### src/rtl/fp_normaliza_arredonda.sv
// Post-ALU FP stage: normalise, round-to-nearest-even, pack IEEE-754 single.
// Define FP_NORM_LZC_EN for single-cycle LZC/barrel-shift normalisation.
module fp_normaliza_arredonda #(
  parameter int EXP_W   = 8,
  parameter int FRAC_W  = 23,
  parameter int MAX_EXP = 255
) (
  input  logic                   clk,
  input  logic                   reset,
  input  logic                   in_valid,
  output logic                   in_ready,
  input  logic                   in_sign,
  input  logic [EXP_W-1:0]       in_exp,
  input  logic [FRAC_W+3:0]      in_mant,
  output logic                   out_valid,
  input  logic                   out_ready,
  output logic [EXP_W+FRAC_W:0]  out_result,
  output logic                   out_overflow,
  output logic                   out_underflow
);

  localparam int MW = FRAC_W + 4;
  localparam int XW = EXP_W + 2;
  localparam int RW = EXP_W + FRAC_W + 1;
  localparam logic [XW-1:0] EMAX = XW'(MAX_EXP);
  localparam logic [XW-1:0] ONE  = XW'(1);

  typedef enum logic [2:0] {
    IDLE,
    NORM,
    ROUND,
    RENORM,
    DONE
  } state_t;

  state_t          state_q, state_d;
  logic [MW-1:0]   mant_q, mant_d;
  logic [XW-1:0]   exp_q, exp_d;
  logic            sign_q, sign_d;
  logic [RW-1:0]   res_q, res_d;
  logic            ovf_q, ovf_d;
  logic            unf_q, unf_d;

  logic            inc;
  logic [MW-3:0]   rnd_sum;
  logic [MW-1:0]   rn_mant;
  logic [XW-1:0]   exp_inc;
  logic [RW-1:0]   zero_res;
  logic [RW-1:0]   inf_res;

  assign inc      = mant_q[1] & (mant_q[0] | mant_q[2]);
  assign rnd_sum  = mant_q[MW-1:2] + {{(MW-3){1'b0}}, inc};
  assign rn_mant  = {1'b0, mant_q[MW-1:1]};
  assign exp_inc  = exp_q + ONE;
  assign zero_res = {sign_q, {(RW-1){1'b0}}};
  assign inf_res  = {sign_q, {EXP_W{1'b1}}, {FRAC_W{1'b0}}};

`ifdef FP_NORM_LZC_EN
  logic [XW-1:0] lz_cnt;
  logic [XW-1:0] lz_lim;
  logic [XW-1:0] lz_sh;
  logic [MW-1:0] lz_mant;

  // Shift is clamped so the exponent never drops below 1.
  always_comb begin
    lz_cnt = XW'(MW - 1);
    for (int i = 0; i < MW - 1; i++) begin
      if (mant_q[i]) lz_cnt = XW'(MW - 2 - i);
    end
    lz_lim  = (exp_q > ONE) ? exp_q - ONE : '0;
    lz_sh   = (lz_cnt < lz_lim) ? lz_cnt : lz_lim;
    lz_mant = mant_q << lz_sh;
  end
`endif

  always_comb begin
    state_d = state_q;
    mant_d  = mant_q;
    exp_d   = exp_q;
    sign_d  = sign_q;
    res_d   = res_q;
    ovf_d   = ovf_q;
    unf_d   = unf_q;
    unique case (state_q)
      IDLE: begin
        if (in_valid) begin
          sign_d  = in_sign;
          exp_d   = XW'(in_exp);
          mant_d  = in_mant;
          res_d   = '0;
          ovf_d   = 1'b0;
          unf_d   = 1'b0;
          state_d = NORM;
        end
      end
      NORM: begin
        if (mant_q == '0) begin
          res_d   = zero_res;
          state_d = DONE;
        end else if (mant_q[MW-1]) begin
          mant_d  = {1'b0, mant_q[MW-1:2],
                     mant_q[1] | mant_q[0]};
          exp_d   = exp_inc;
          state_d = ROUND;
        end else if (mant_q[MW-2]) begin
          state_d = ROUND;
        end else begin
`ifdef FP_NORM_LZC_EN
          if (!lz_mant[MW-2]) begin
            res_d   = zero_res;
            unf_d   = 1'b1;
            state_d = DONE;
          end else begin
            mant_d  = lz_mant;
            exp_d   = exp_q - lz_sh;
            state_d = ROUND;
          end
`else
          if (exp_q <= ONE) begin
            res_d   = zero_res;
            unf_d   = 1'b1;
            state_d = DONE;
          end else begin
            mant_d = {mant_q[MW-2:0], 1'b0};
            exp_d  = exp_q - ONE;
          end
`endif
        end
      end
      ROUND: begin
        mant_d = {rnd_sum, 2'b00};
        if (rnd_sum[MW-3]) begin
          state_d = RENORM;
        end else if (exp_q >= EMAX) begin
          res_d   = inf_res;
          ovf_d   = 1'b1;
          state_d = DONE;
        end else begin
          res_d   = {sign_q, exp_q[EXP_W-1:0],
                     rnd_sum[FRAC_W-1:0]};
          state_d = DONE;
        end
      end
      RENORM: begin
        mant_d  = rn_mant;
        exp_d   = exp_inc;
        state_d = DONE;
        if (exp_inc >= EMAX) begin
          res_d = inf_res;
          ovf_d = 1'b1;
        end else begin
          res_d = {sign_q, exp_inc[EXP_W-1:0],
                   rn_mant[FRAC_W+1:2]};
        end
      end
      DONE: begin
        if (out_ready) state_d = IDLE;
      end
      default: state_d = IDLE;
    endcase
  end

  always_ff @(posedge clk or posedge reset) begin
    if (reset) begin
      state_q <= IDLE;
      mant_q  <= '0;
      exp_q   <= '0;
      sign_q  <= 1'b0;
      res_q   <= '0;
      ovf_q   <= 1'b0;
      unf_q   <= 1'b0;
    end else begin
      state_q <= state_d;
      mant_q  <= mant_d;
      exp_q   <= exp_d;
      sign_q  <= sign_d;
      res_q   <= res_d;
      ovf_q   <= ovf_d;
      unf_q   <= unf_d;
    end
  end

  assign in_ready      = (state_q == IDLE);
  assign out_valid     = (state_q == DONE);
  assign out_result    = res_q;
  assign out_overflow  = ovf_q;
  assign out_underflow = unf_q;

endmodule

### config.mk
export PLATFORM = sky130hd
export DESIGN_NAME = fp_normaliza_arredonda
export DESIGN_NICKNAME = d
export VERILOG_FILES = /design/src/rtl/fp_normaliza_arredonda.sv
export SDC_FILE = /design/constraint.sdc
export NUM_CORES = 1
export LEC_CHECK = 0
export BUFFER_PORTS_ARGS = -buffer_cell sky130_fd_sc_hd__buf_2
export CORE_MARGIN = 2
export CORE_UTILIZATION = 53
export DETAILED_ROUTE_END_ITERATION = 6
export PLACE_DENSITY = 0.84
export SLEW_MARGIN = 20
export SYNTH_ARGS = -nofsm -noshare
export SYNTH_HDL_FRONTEND = slang
export SYNTH_SLANG_ARGS = --single-unit
### constraint.sdc
create_clock -name clk -period 3 [get_ports clk]
set_clock_uncertainty 0.15 [all_clocks]
set_input_delay 0.3 -clock clk [delete_from_list [all_inputs] [get_ports clk]]
set_output_delay 0.3 -clock clk [all_outputs]
set_load 0.01 [all_outputs]
## After elaboration in Yosys (flattened, before gate mapping)

Cells that the tools add are included.

- $add $sub $neg: 3
- Multiply operators: 0
- Div/mod/pow operators: 0
- Magnitude comparators: 3
- Equality and inequality tests: 19
- Shift-type cells: 0
- Multiplexer cells: 39
- Bitwise gates (word level): 3
- Reductions and logical operators: 14

Operator list:

| kind | number |
|---|---|
| 32-bit two-way mux | 6 |
| 32-bit case mux with 4 select lines | 1 |
| 27-bit case mux with 4 select lines | 1 |
| 26-bit two-way mux | 3 |
| 31-bit two-way mux | 2 |
| 27-bit two-way mux | 2 |
| 10-bit two-way mux | 5 |
| 10-bit case mux with 3 select lines | 1 |
| 27-bit logical NOT | 1 |
| 25-bit by 1-bit adder with 25-bit output | 1 |
| 3-bit two-way mux | 7 |
| 10-bit by 8-bit >= comparator with 1-bit output, second input constant | 2 |
| 2-bit != test, second input constant | 8 |
| 3-bit != test, second input constant | 5 |
| 3-bit case mux with 5 select lines | 1 |
| 5-bit AND reduction | 3 |
| 6-bit AND reduction | 2 |
| 10-bit by 1-bit adder with 10-bit output, second input constant | 1 |
| 10-bit by 1-bit less-or-equal comparator with 1-bit output, second input constant | 1 |
| 10-bit by 1-bit subtractor with 10-bit output, second input constant | 1 |
| 1-bit two-way mux | 8 |
| 3-bit by 2-bit equality test with 1-bit output, second input constant | 2 |
| 3-bit AND reduction | 2 |
| 3-bit nonzero test | 2 |
| 12 further kinds | 13 |

- Bits in registers: 75
- Latch bits: 0
- RAM bits: 0
- Memory bits (read-only): 0
- Input port bits: 40
- Output and inout bits: 36
- Memories: 0

## Longest topological paths before layout

Gate-level depths: netlist of the first run.

- Depth in word-level cells: 6
- Mapped depth: 12
- Depth with buffers taken out: 8

## Worst setup path before layout of the first run

No wires, ideal clock.

- Path kind: register -> register
- From: register mant_q[1]
- To: register res_q[10], in the netlist out_result[10]
- Data arrival time: 2.537 ns
- Required time: 2.725 ns
- Slack: 0.188 ns
- Stages on the path, launching flop included: 13
- Cells stage by stage: dfrtp_1 > clkbuf_1 > and2_1 > ha_1 > and4_1 > buf_2 > nand3_1 > o31a_1 > o21ai_2 > and3_1 > buf_6 > buf_8 > mux2_4

- Longest elaborated chain between the ends: 5

RTL lines:

| what | RTL line | text |
|---|---|---|
| from (decl) | 37 | `logic [MW-1:0] mant_q, mant_d;` |
| from (signal assigned) | 174 | `mant_q <= mant_d;` |
| 1-bit bitwise AND | 51 | `assign inc = mant_q[1] & (mant_q[0] \| mant_q[2]);` |
| 25-bit by 1-bit adder with 25-bit output | 52 | `assign rnd_sum = mant_q[MW-1:2] + {{(MW-3){1'b0}}, inc};` |
| 31-bit two-way mux | 134 | `end else if (exp_q >= EMAX) begin` |
| 32-bit two-way mux | 132 | `if (rnd_sum[MW-3]) begin` |
| 32-bit case mux with 4 select lines | 84 | `unique case (state_q)` |
| to (signal assigned) | 177 | `res_q <= res_d;` |
| to (decl) | 40 | `logic [RW-1:0] res_q, res_d;` |

Several ways; a longest one is shown, not always the timed one. The select of a mux whose other input is x is not followed.
A chain may end at the register's enable or synchronous reset.

## Worst setup path after layout of the first run

- From: register exp_q[0]
- To: register res_q[30], in the netlist out_result[30]

- Longest elaborated chain between the ends: 4

RTL lines:

| what | RTL line | text |
|---|---|---|
| from (decl) | 38 | `logic [XW-1:0] exp_q, exp_d;` |
| from (signal assigned) | 175 | `exp_q <= exp_d;` |
| 10-bit by 1-bit adder with 10-bit output or 10-bit by 8-bit >= comparator with 1-bit output (tied branches) | 54, 134 |  |
| 10-bit by 8-bit >= comparator with 1-bit output or 31-bit two-way mux (tied branches) | 148, 134 |  |
| 31-bit two-way mux or 32-bit two-way mux (tied branches) | 148, 132 |  |
| 32-bit case mux with 4 select lines | 84 |  |

Several ways; a longest one is shown, not always the timed one. The select of a mux whose other input is x is not followed.

==> results of run 1 <==
[synth_stat cells (5+ instances only)]
cell type  instances  area [um2]
a21oi_1           31       155.2
a221o_1            5       50.05
a221oi_1          10       87.58
a222oi_1           6       60.06
a22o_1            20       175.2
a22oi_1            5       37.54
a31oi_1            7       43.79
and2_1             6       37.54
and3_1            12       75.07
buf_2             18       90.09
buf_4              6       45.04
clkbuf_1          42       157.7
dfrtp_1           75        1877
ha_1               5       62.56
inv_1             18       67.56
mux2_2             7       78.83
mux2_4            26       390.4
nand2_1           53       198.9
nand2b_1           5       31.28
nand3_1           26       130.1
nand4_1            5       31.28
nor2_1            57       214.0
nor3_1            19       95.09
nor4_1            10       62.56
o21ai_0           67       335.3
o22ai_1            7       43.79
o2bb2ai_1         10       87.58
o31ai_1           10       75.07
xnor2_1           17       148.9
xor2_1             8       70.07
[worst max-delay path, cell delays in order, from the launching register on]
cell,delay [ns]
dfrtp_1,0.55
inv_1,0.13
ha_1,0.30
o2111a_1,0.35
nor3_1,0.31
o21ai_0,0.15
and3_2,0.27
buf_4,0.20
mux2_4,0.31
[power breakdown]
part	total [mW]	leakage (nW)	switching (mW)	internal, mW
Clock	0.902	0.110	0.412	0.489
Combinational	3.76	1.70	2.09	1.67
Sequential	2.16	0.970	0.728	1.44
[layer usage]
| layer | vias to the layer above | share of wire |
|---|---|---|
| met5 | - | 0 |
| met3 | 55 | 0.094 |
| met1 | 2531 | 0.40 |
| li1 | 2459 | - |
| met4 | 0 | 0.028 |
| met2 | 335 | 0.48 |
[timing repair]
item / in CTS / in global routing
setup buffers: 0 / 0
hold endpoints to repair: 34 / 0
endpoints found under the setup margin: 0 / 29
hold buffers: 1 / 0
resized for setup: 0 / 1
[stage by stage]
step | hold slack (ns) | power, mW | instances | cell area (um2)
after floorplan | 0.3001 | 4.887 | 648 | 5504
after global placement | 0.3175 | 5.683 | 817 | 5953
after detailed placement | 0.3381 | 5.836 | 817 | 5953
after CTS | 0.02079 | 6.736 | 833 | 6178
after global routing | 0.02556 | 7.295 | 833 | 6182
final | 0.02839 | 6.821 | 833 | 6182
[flip-flops by register name (all words and copies together) (netlist names)]
register and cells:
out_result 32, mant_q 27, exp_q 10, state_q 3, out_overflow 1, out_underflow 1
sign_q 1
[area by class of cell]
cell class                 instances  area share
multi-input combinational        482      0.5169
sequential                        75      0.3038
timing repair buffer             107      0.1061
tap                              136     0.02752
clock buffer                      11     0.02287
clock inverter                     4     0.01194
inverter                          18     0.01093
[path summary, 6_finish.rpt]
path	end	slack, ns
worst max-delay path	out_result[30]$_DFFE_PP0P_	0.13
worst min-delay path	sign_q$_DFFE_PP0P_	0.03
worst max register to register	out_result[30]$_DFFE_PP0P_	0.13
worst min register to register	out_result[3]$_DFFE_PP0P_	0.36
max in group asynchronous	out_result[0]$_DFFE_PP0P_	1.54
min in group asynchronous	exp_q[4]$_DFFE_PP0P_	0.45
[cells by family (layout without fill, tap and decap cells)]
kind of cell    after synthesis  after routing  synth area share
simple gates                214            214            0.1907
compound gates              201            201            0.2446
buf+inv                      91            140           0.08002
flops                        75             75            0.3410
mux                          37             37           0.09252
xor+xnor                     25             25           0.03978
fa+ha+maj                     5              5           0.01137
==> impl_metrics.tcl, run 1 <==
set metrics [dict create \
    p_per_area_nw_per_um2 1103 \
    worst_hold_path.num_cells 2 \
    drt_first_iter_violations 652 \
    clock_path_buffers 2 \
    detail_route.drc_violations 0 \
    synth_enable_flop_cells 0 \
    worstSetupStartpointType "flop" \
    timing.setup.tns_ns 0 \
    number_of_diodes 0 \
    final_critical_path_setup_slack_ns 0.1338 \
    timing_max_transition_violations_final 0 \
    ys_seq_elements 75 \
    ioPinCount 76 \
    yosysWarnings 0 \
    grt_overflow 0 \
    final_hold_vios 0 \
    antenna_found_initial 0 \
    multiInputGateArea_um2 3196 \
    h-tree-depth 3 \
    setup_viol 0 \
    cellLeakagePower_nw 2.780 \
    vias_in_the_first_global_route 5137 \
    worstPathRequired_ns 3.09 \
    postLayoutCoreUtil 0.6070 \
    firstDrtPassIters 5 \
    clk_transition_reported_paths_ns 0.09 \
    grt_pass1_wl_um 26010 \
    top_flip_flop_cell_by_instance_count_after_synthesis "dfrtp_1" \
    busiest_metal_layer_after_global_routing "met2" \
    yosys.cell_types.count 61 \
    post-route-period-util 0.9554 \
    num-nets-final 738 \
    critical_path_peak_fanout 12 \
    fillerInstances 866 \
    layout_common_cells "buf_2, dfrtp_1, o21ai_0, nor2_1, nand2_1" \
    final_layout_size_suffix_gt1_frac 0.2382 \
    finalWirelength_um 15750 \
    postSynthNetCount 693 \
    portBuffers 75 \
    kind_of_end_point_of_the_critical_path "flop" \
    detailedPlace.worstSlack_ns 0.1444 \
    run_status "finished clean" \
    place.gp.congestion 0.9909 \
    routed-via-count 5380 \
    clk-insertion-delay-late_ns 0.37 \
    hold_path_class "input pin to flop" \
    syn_to_final_growth_pct 12.32 \
    cts_root_buf "clkbuf_8" \
    die_y_um 105.9 \
    wl_per_cell_um 18.91 \
    core_area_um2 10180 \
    detailedPlacementHpwl_um 11040 \
    final_period_minus_worst_setup_slack_ns 2.866 \
    use_met3 0.05825 \
    yosysSeqAreaShare 0.3410 \
    postSynth.asyncResetShare 1.000 \
    grt_start_max_net_pins 50 \
    mostFrequentLayoutCell "buf_2" \
    critPathKind "flop to flop" \
    drv.max_cap_violation_count 0 \
    critPathLaunch "exp_q[0]$_DFFE_PP0P_" \
    clock_tree_from_tritoncts "built" \
    max_freq_mhz 348.9 \
    number_of_clock_buffers_inserted_by_tritoncts 9 \
    synth.cell_area_um2 5504 \
    post_synthesis_cell_count 648 \
    hold_path.startpoint "in_sign" \
    worstReg2RegStart "exp_q[0]$_DFFE_PP0P_" \
    globalRouteMet2Util 0.4733 \
    vdd_ir_drop_max_mv 0.5543 \
    synth.avg_cell_area_um2 8.494 \
    global_route.usage.met1 0.3827 \
    via_per_inst 6.459 \
    max_transition_margin 0.4783 \
    chipWidth_um 105.9 \
    row_count 37 \
    final_ant_viol_nets 0 \
    worst_ep_arrival_time_ns 2.96 \
    worst_slew_pin_slew_ns 0.7825 \
    track_usage 0.2901 \
    initial_utilization 0.5404 \
    die_area_um2 11220 \
    register_area_um2 1878 \
    number_of_cells_on_the_worst_reg_to_reg_path 8 \
    grt_setup_unrepaired "false" \
    cts.sinks 75 \
]
(Power assumes the default switching activity.)
==> run 2: changes to the inputs <==
- RECOVER_POWER: unset -> 50
==> run 2 against run 1 <==
  * First-iteration DRC count up 4.8%
  * Clock-buffer cell count unchanged
  * Power down 0.67%
  * Clock power down 0.8%
  * Highest routed layer unchanged
  * Critical endpoint unchanged
  * Sequential share of layout area up 0.21 points
  * Cell area down 0.69%
==> impl_metrics.tcl, run 2 (synthesized netlist as in run 1, its figures left out) <==
set metrics [dict create \
    max_transition_margin 0.07124 \
    antenna_found_initial 0 \
    timing_max_transition_violations_final 0 \
    place.gp.congestion 0.9909 \
    portBuffers 75 \
    cts_root_buf "clkbuf_8" \
    core_area_um2 10180 \
    placed_cells_incl_taps 817 \
    die_area_um2 11220 \
    power.combinational.fraction 0.548 \
    number_of_flip_flops_under_the_largest_register_name 32 \
    fin_total_pwr_mw 6.775 \
    routedLengthMet1_um 6201 \
    number_of_cells_in_the_finished_layout_apart_from_fillers 833 \
    chipWidth_um 105.9 \
    max_freq_mhz 349.5 \
    final_layout_size_suffix_gt1_frac 0.1879 \
    grt_setup_unrepaired "false" \
    clk_transition_reported_paths_ns 0.09 \
    number_of_diodes 0 \
    worst_slew_pin_slew_ns 1.392 \
    detail_route.drc_violations 0 \
    grt_pass1_wl_um 26010 \
    worst_ep_arrival_time_ns 2.95 \
    detailedPlacementHpwl_um 11040 \
    track_usage 0.2901 \
    critPathKind "flop to flop" \
    kind_of_end_point_of_the_critical_path "flop" \
    cts.sinks 75 \
    critical_path_peak_fanout 12 \
    post-route-period-util 0.9538 \
    vias_in_the_first_global_route 5137 \
    finish.instance_area_um2 6140 \
    worstPathRequired_ns 3.09 \
    setup_viol 0 \
    p_per_area_nw_per_um2 1103 \
    layout_common_cells "dfrtp_1, o21ai_0, nor2_1, nand2_1, buf_2" \
    p_switching_mw 3.221 \
    run_status "finished clean" \
    wl_per_cell_um 18.89 \
    die_y_um 105.9 \
    power.share.switching 0.4755 \
    clk-insertion-delay-late_ns 0.37 \
    final_period_minus_worst_setup_slack_ns 2.861 \
    mostFrequentLayoutCell "dfrtp_1" \
    final_ant_viol_nets 0 \
    drt_first_iter_violations 683 \
    cellLeakagePower_nw 2.639 \
    num-nets-final 738 \
    route.top_layer_used "met4" \
    finalWirelength_um 15730 \
    power.clock.fraction 0.132 \
    firstDrtPassIters 7 \
    timing.setup.tns_ns 0 \
    clock_path_buffers 2 \
    routed-via-count 5326 \
    reg2reg_setup_slack_ns 0.14 \
    h-tree-depth 3 \
    p_int_mw 3.553 \
    met3WireLength_um 1505 \
    clock_tree_from_tritoncts "built" \
    grt_start_max_net_pins 50 \
    initial_utilization 0.5404 \
    final_hold_vios 0 \
    syn_to_final_growth_pct 11.55 \
    drv.max_cap_violation_count 0 \
    hold_path_class "input pin to flop" \
    worstSetupStartpointType "flop" \
    ioPinCount 76 \
    share_seq_of_total_power 0.320 \
    row_count 37 \
    via_per_inst 6.394 \
    wl_met2_um 7553 \
    vdd_ir_drop_max_mv 0.5536 \
    grt_overflow 0 \
    postPlaceCellArea_um2 5953 \
    number_of_clock_buffers_inserted_by_tritoncts 9 \
]
-- run 2: cell types whose count changed in the layout (fill, tap and decap cells not counted), sizes merged --
cell / before / now
buf: 106 / 72
clkbuf: 11 / 45
-- run 2: repair_timing --
| item | 4_1_cts | 5_1_grt |
|---|---|---|
| endpoints found under the hold margin | 34 | 0 |
| setup buffers | 0 | 0 |
| resized for setup | 0 | 1 |
| hold buffers | 1 | 0 |
| setup endpoints to repair | 0 | 29 |
-- run 2: layer usage --
layer	track usage	vias up
li1	-	2456
met1	0.3827	2493
met2	0.4733	325
met3	0.05825	52
met4	0.1090	0
met5	0	-
-- run 2: metrics by stage --
| step | setup WS [ns] | util | hold slack, ns |
|---|---|---|---|
| after global placement | 0.2710 | 0.5845 | 0.3175 |
| after CTS | 0.1309 | 0.6066 | 0.02079 |
| after detailed placement | 0.1444 | 0.5845 | 0.3381 |
| after global routing | 0.002647 | 0.6028 | 0.02556 |
| after floorplan | 0.1878 | - | 0.3001 |
| final | 0.1386 | 0.6028 | 0.02950 |
-- run 2: worst paths after layout --
path,start,endpoint,depth (start not counted)
max in group asynchronous,reset,out_result[0]$_DFFE_PP0P_,4
worst min-delay path,in_sign,sign_q$_DFFE_PP0P_,2
worst max register to register,exp_q[0]$_DFFE_PP0P_,out_result[30]$_DFFE_PP0P_,8
worst min register to register,sign_q$_DFFE_PP0P_,sign_q$_DFFE_PP0P_,1
min in group asynchronous,reset,exp_q[4]$_DFFE_PP0P_,3
worst max-delay path,exp_q[0]$_DFFE_PP0P_,out_result[30]$_DFFE_PP0P_,8
-- run 2: power by group through the flow --
stage / clock [mW] / sequential [mW] / combinational (mW)
5_1_grt: 0.943 / 2.24 / 4.07
3_5_place_dp: 0 / 2.15 / 3.69
6_report: 0.895 / 2.17 / 3.71
2_1_floorplan: 0 / 1.72 / 3.16
3_3_place_gp: 0 / 2.11 / 3.57
4_1_cts: 0.904 / 2.13 / 3.70
-- run 2: area by class of cell --
cell class,instances,area (um2)
multi-input cells,482,3196
fillers,881,4045
repair buffers,107,613.1
inverters,18,67.56
flip-flops and latches,75,1878
clock buffers,11,141.4
well taps,136,170.2
clock inverters,4,73.82
-- run 2: worst max-delay path, stage by stage (launching register included) --
cell and delay [ns]:
dfrtp_1 0.55, inv_1 0.13, ha_1 0.30, o2111a_1 0.35
nor3_1 0.30, o21ai_0 0.15, and3_2 0.27, buf_4 0.20
mux2_4 0.31
